$ cat src/rtl/channel_error_injector.sv
// Bit-error injection stage of the channel model: inverts each valid bit with
// probability error_threshold/256 from a 16-bit Galois LFSR and keeps flip statistics.
module channel_error_injector #(
  parameter logic [15:0] LFSR_SEED = 16'hACE1,
  parameter int          CNT_WIDTH = 16,
  parameter int          RUN_WIDTH = 8
) (
  input  logic                 clk,
  input  logic                 reset,
  input  logic [7:0]           error_threshold,
  input  logic                 in_valid,
  input  logic                 in_bit,
  input  logic                 clear_counts,
  output logic                 out_valid,
  output logic                 out_bit,
  output logic                 out_flipped,
  output logic [CNT_WIDTH-1:0] bit_count,
  output logic [CNT_WIDTH-1:0] error_count,
  output logic [RUN_WIDTH-1:0] max_run
);

  // An all-zero seed would lock the LFSR, so it is replaced by 1.
  localparam logic [15:0] SEED_EFF = (LFSR_SEED == 16'h0000) ? 16'h0001 : LFSR_SEED;
  localparam logic [15:0] LFSR_MASK = 16'hB400;

  // Stream handshake: valid-only. A bit is transferred on every edge where
  // in_valid=1; there is no ready and no backpressure. out_valid follows one cycle later.

  logic [15:0]          lfsr_q, lfsr_d;
  logic                 out_valid_q, out_valid_d;
  logic                 out_bit_q, out_bit_d;
  logic                 out_flipped_q, out_flipped_d;
  logic [CNT_WIDTH-1:0] bit_count_q, bit_count_d;
  logic [CNT_WIDTH-1:0] error_count_q, error_count_d;
  logic [RUN_WIDTH-1:0] run_q, run_d;
  logic [RUN_WIDTH-1:0] max_run_q, max_run_d;

  logic [7:0] rnd;
  logic       flip;

  always_comb begin
    rnd  = lfsr_q[7:0];
    flip = in_valid && (rnd < error_threshold);

    // LFSR holds during gaps so the flip pattern depends only on bit index.
    lfsr_d = lfsr_q;
    if (in_valid) begin
      if (lfsr_q[0]) lfsr_d = (lfsr_q >> 1) ^ LFSR_MASK;
      else           lfsr_d = lfsr_q >> 1;
    end

    out_valid_d   = in_valid;
    out_bit_d     = in_valid & (in_bit ^ flip);
    out_flipped_d = flip;

    bit_count_d   = bit_count_q;
    error_count_d = error_count_q;
    run_d         = run_q;
    max_run_d     = max_run_q;

    if (clear_counts) begin
      bit_count_d   = '0;
      error_count_d = '0;
      run_d         = '0;
      max_run_d     = '0;
    end else if (in_valid) begin
      if (bit_count_q != {CNT_WIDTH{1'b1}}) bit_count_d = bit_count_q + CNT_WIDTH'(1);
      if (flip) begin
        if (error_count_q != {CNT_WIDTH{1'b1}}) error_count_d = error_count_q + CNT_WIDTH'(1);
        if (run_q != {RUN_WIDTH{1'b1}})         run_d = run_q + RUN_WIDTH'(1);
      end else begin
        run_d = '0;
      end
      // Max tracks the run value including this bit.
      if (run_d > max_run_q) max_run_d = run_d;
    end
  end

  always_ff @(posedge clk) begin
    if (reset) begin
      lfsr_q        <= SEED_EFF;
      out_valid_q   <= 1'b0;
      out_bit_q     <= 1'b0;
      out_flipped_q <= 1'b0;
      bit_count_q   <= '0;
      error_count_q <= '0;
      run_q         <= '0;
      max_run_q     <= '0;
    end else begin
      lfsr_q        <= lfsr_d;
      out_valid_q   <= out_valid_d;
      out_bit_q     <= out_bit_d;
      out_flipped_q <= out_flipped_d;
      bit_count_q   <= bit_count_d;
      error_count_q <= error_count_d;
      run_q         <= run_d;
      max_run_q     <= max_run_d;
    end
  end

  assign out_valid   = out_valid_q;
  assign out_bit     = out_bit_q;
  assign out_flipped = out_flipped_q;
  assign bit_count   = bit_count_q;
  assign error_count = error_count_q;
  assign max_run     = max_run_q;

endmodule

$ cat config.mk
export PLATFORM = sky130hd
export DESIGN_NAME = channel_error_injector
export DESIGN_NICKNAME = d
export VERILOG_FILES = /design/src/rtl/channel_error_injector.sv
export SDC_FILE = /design/constraint.sdc
export NUM_CORES = 1
export LEC_CHECK = 0
export CORE_MARGIN = 5
export CORE_UTILIZATION = 57
export DETAILED_ROUTE_END_ITERATION = 12
export MAX_ROUTING_LAYER = met4
export PLACE_DENSITY = 0.81
export SLEW_MARGIN = 20
export SYNTH_ARGS = -nofsm -noshare
export SYNTH_HDL_FRONTEND = slang
export SYNTH_SLANG_ARGS = --single-unit
export TNS_END_PERCENT = 1
$ cat constraint.sdc
create_clock -name clk -period 6.22 [get_ports clk]
set_input_delay 0.622 -clock clk [delete_from_list [all_inputs] [get_ports clk]]
set_output_delay 0.622 -clock clk [all_outputs]
set_load 0.01 [all_outputs]
==> qor.txt <==
RUN STATUS
-------------------------------------------------------------------------------------------------
Run status ......................................................................... complete, no violations

WORST SETUP PATH
-------------------------------------------------------------------------------------------------
End of the worst register-to-register path .........................................   max_run[0]
Cells along the critical path ...................................................... clkdlybuf4s50_1, buf_4, clkinv_1, a211oi_4, a21boi_0, ha_1, a21oi_1, o21a_1, nand2_1, o2111ai_1, and2_1, o21a_1
Crit path kind ..................................................................... input port to flip-flop
Crit Reg-Reg Startpoint ............................................................    lfsr_q[7]
Required time of the critical path .................................................      6.47 ns
Category of the worst setup path capture point .....................................    flip-flop
Worst R2R Setup Slack ..............................................................      2.31 ns
Cell family with most CP delay ..................................................... compound AO/OA/AOI/OAI gates
Crit path launch type ..............................................................   input port
Crit path buffers/inverters ........................................................            3
Arrival @ worst endpoint ...........................................................      4.71 ns
Critical path's largest stage delay ................................................      0.72 ns
Worst-path cell with the longest stage delay .......................................     a211oi_4
Most numerous cell on the critical path ............................................       o21a_1
Maximum net fanout on the critical path ............................................           29
Count of cells along the worst register-to-register path ...........................           12
Launch point of the worst path .....................................................     in_valid

GLOBAL ROUTE
-------------------------------------------------------------------------------------------------
GRT Resource Usage Total ...........................................................        20.9%
Total congestion overflow after global routing .....................................            0
Via count of the first global-routing pass .........................................         2676
Largest net degree at the start of global routing ..................................           47
Initial antenna violation count ....................................................            0
Wire length of the first global-routing pass .......................................      12.2 mm

CLOCKING
-------------------------------------------------------------------------------------------------
Clock latency reported for the late side of the worst-skew pair ....................      0.35 ns
Post-CTS repair timing setup buffer count ..........................................            0
Number of buffers inserted by hold repair at cts ...................................            0
Number of clock buffers inserted by TritonCTS ......................................            9
Number of sinks handled by clock tree synthesis ....................................           67
H-tree levels ......................................................................            3
Clock tree buffer depth ............................................................            2
Number of gates resized after CTS ..................................................            0
Clock input transition at the sequential cells of the worst setup and hold paths ...      0.07 ns
Clock tree from TritonCTS ..........................................................          yes
Root buf cell ......................................................................     clkbuf_8

LAYOUT
-------------------------------------------------------------------------------------------------
Synthesis-to-finish area growth ....................................................        23.7%
Final net count ....................................................................          464
Number of filler cells placed in the layout ........................................          431
Diode count ........................................................................            0
Ratio of cells with drive above 1 in the final layout ..............................        5.48%

ROUTING
-------------------------------------------------------------------------------------------------
Average routed wire per standard cell ..............................................      14.1 um
Routed Antenna Nets ................................................................            0
Count of vias placed by the detailed router ........................................         2847
Total iterations of the first detailed-routing run .................................            4
Number of remaining DRC errors .....................................................            0
Total Routed Length ................................................................      7.20 mm
Vias per cell ......................................................................         5.58
Number of design-rule violations left by the first detailed-router iteration .......          164

SYNTH
-------------------------------------------------------------------------------------------------
Seq cells post-synth ...............................................................           67
Synthesized netlist net count ......................................................          412
Leading cell types by count after synthesis ........................................ 67 x dfxtp_1, 62 x nor2_1, 26 x nand2_1
Top-area cell type share of the netlist area .......................................        40.3%
FFs w/ async S/R, synth ............................................................           0%
Dominant combinational cell family by area after synthesis ......................... simple AND/OR/NAND/NOR gates
Primary flip-flop cell chosen by synthesis mapping .................................      dfxtp_1
Share of synthesized area occupied by flip-flops and latches .......................        40.3%
Synthesized area per cell ..........................................................   8.74 sq um
Number of distinct library cell variants in the gate-level netlist after synthesis .           43
Mapped cell area ...................................................................   3330 sq um
Cell with the most instances after synthesis .......................................      dfxtp_1
Number of warnings reported in the yosys synthesis log .............................            0
Post-synthesis adder-cell area fraction ............................................        6.77%
Largest cells by area after synthesis .............................................. dfxtp_1 40%, nor2_1 7.0%, ha_1 6.8%, mux2i_1 4.8%, xor2_1 4.7%
Synth Area in Compound Gates .......................................................        12.5%
XOR/XNOR Fraction of Synth Area ....................................................        7.37%
Cell type contributing the most total cell area after synthesis ....................      dfxtp_1
Mux cell area share after synthesis ................................................        4.81%
Number of instances in the synthesized netlist .....................................          381
Number of flops mapped to enable cells by yosys ....................................            0
Simple-gate share of the synthesized area ..........................................        24.4%

RUN
-------------------------------------------------------------------------------------------------
Max-capacitance violation count ....................................................            0

TIMING
-------------------------------------------------------------------------------------------------
Fmax achieved ......................................................................    0.224 GHz
Clock Skews ........................................................................   0.00762 ns
Final sum of negative setup slack ..................................................         0 ns
Final Cycle Share ..................................................................        71.7%
Number of max-slew violations in the final report ..................................            0
Rel. slew slack ....................................................................        28.5%
Number of setup violations in the final report .....................................            0
Unrepaired setup endpoints after global routing ....................................        false
Final critical path time including I/O delays and setup ............................      4.46 ns
Final Hold Violating Endpoints .....................................................            0
Slew at the pin closest to its max-slew limit ......................................      1.07 ns

DIE
-------------------------------------------------------------------------------------------------
Initial cell density of the core ...................................................        59.7%
Count of pins on the block boundary ................................................           56
Core Rows ..........................................................................           27
Overall die area ...................................................................   7470 sq um
DIE HEIGHT .........................................................................      86.4 um
Total core area ....................................................................   5570 sq um
X dimension of the die .............................................................      86.4 um

WORST HOLD PATH
-------------------------------------------------------------------------------------------------
Number of stages on the worst hold path ............................................            1
Worst Hold Endpoint ................................................................    lfsr_q[7]
Worst hold start ...................................................................    lfsr_q[8]
Classification of the worst-slack hold path ........................................ flip-flop to flip-flop

PLACE
-------------------------------------------------------------------------------------------------
Input/output buffers ...............................................................           55
Post-DP HPWL .......................................................................      5.10 mm
Final RePlAce weighted congestion ..................................................        0.808

POWER AND IR DROP
-------------------------------------------------------------------------------------------------
Maximum VDD drop ...................................................................   0.000224 V
Total power ........................................................................     0.885 mW
PwrDens ............................................................................  215 nW/um^2
Cell leakage power .................................................................      1.59 nW

==> state kept, by name, indices dropped and copies added, names as in the netlist <==
name         cells
bit_count       16
error_count     16
lfsr_q          16
max_run          8
out_bit          1
out_flipped      1
out_valid        1
run_q            8
==> per-layer routing <==
layer | GRT usage, % | part of all wire, % | vias up | routed length (um)
met5 | - | 0 | - | 0
met4 | 5.52 | 1.0 | 0 | 74
met3 | 6.94 | 4.7 | 10 | 337
met2 | 32.3 | 46 | 62 | 3320
met1 | 26.3 | 48 | 1342 | 3470
li1 | - | - | 1433 | -
==> report_power, final <==
part / total [mW] / leakage [nW] / switching, mW / internal (mW)
combinational: 0.0714 / 0.950 / 0.0391 / 0.0324
sequential: 0.446 / 0.544 / 0.00762 / 0.438
clock: 0.367 / 0.0987 / 0.172 / 0.196
total: 0.885 / 1.59 / 0.218 / 0.666
==> per-stage QoR <==
stage / area (sq um) / setup WS [ns] / cells / utilization, % / hold WS (ns)
6_report: 4120 / 1.76 / 510 / 73.9 / 0.473
5_1_grt: 4120 / 1.44 / 510 / 73.9 / 0.507
4_1_cts: 4120 / 1.80 / 510 / 73.9 / 0.479
3_5_place_dp: 3920 / 1.43 / 494 / 70.3 / 0.456
3_3_place_gp: 3920 / 1.57 / 494 / 70.3 / 0.446
2_1_floorplan: 3330 / 2.55 / 381 / - / 0.436
==> layout by cell type (no fill, tap or decap), types with 2 or more instances in the layout <==
cell type        count
and2_1               3
a21o_1               2
o21a_1               2
a21boi_0             2
inv_1               17
nand4b_1             2
nand3_1             20
a211oi_1             2
a211o_1              8
clkinv_2             2
a21oi_1             19
clkbuf_8            10
or4_1                4
or3_1                2
clkinvlp_4           2
and3_1               9
nor3_1               5
nand2_1             26
o21ai_0              3
clkdlybuf4s50_1     55
nor2_1              62
o211ai_1             6
o211a_1              2
mux2i_1             16
nand4_1             14
xnor2_1             10
and4_1               2
ha_1                18
dfxtp_1             67
a2111oi_4            2
a31oi_1              2
nor4_2               2
nor2b_1              9
xor2_1              18
==> area by class of cell <==
class	instances	area (sq um)	area share, %
Clock buffer	10	138	3.34
Clock inverter	6	63.8	1.55
Inverter	18	67.6	1.64
Multi-Input combinational cell	281	1860	45.2
Sequential cell	67	1340	32.6
Tap cell	72	90.1	2.19
Timing Repair Buffer	56	558	13.6
==> worst register-to-register path, delay by kind of cell (launching register included) <==
| kind | cells | cell delay (ns) |
|---|---|---|
| AND/OR/NAND/NOR | 3 | 0.66 |
| AO/OA/AOI/OAI | 7 | 2.32 |
| flip-flops | 1 | 0.37 |
| adder cells (fa/ha/maj) | 2 | 0.47 |
==> cells by family after synthesis <==
kind of cell / after synthesis
simple gates: 165
flops: 67
buf+inv: 33
fa+ha+maj: 18
compound gates: 54
mux: 16
xor+xnor: 28
==> worst max path at each step <==
| stage | end | slack, ns | cells after the start |
|---|---|---|---|
| floorplan | max_run[0] | 2.55 | 14 |
| global placement | max_run[0] | 1.57 | 12 |
| detailed placement | max_run[0] | 1.43 | 12 |
| CTS | max_run[0] | 1.80 | 12 |
| global route | max_run[0] | 1.44 | 12 |
| finish | max_run[0] | 1.76 | 12 |
No activity file was read; power rests on OpenSTA's default activity.
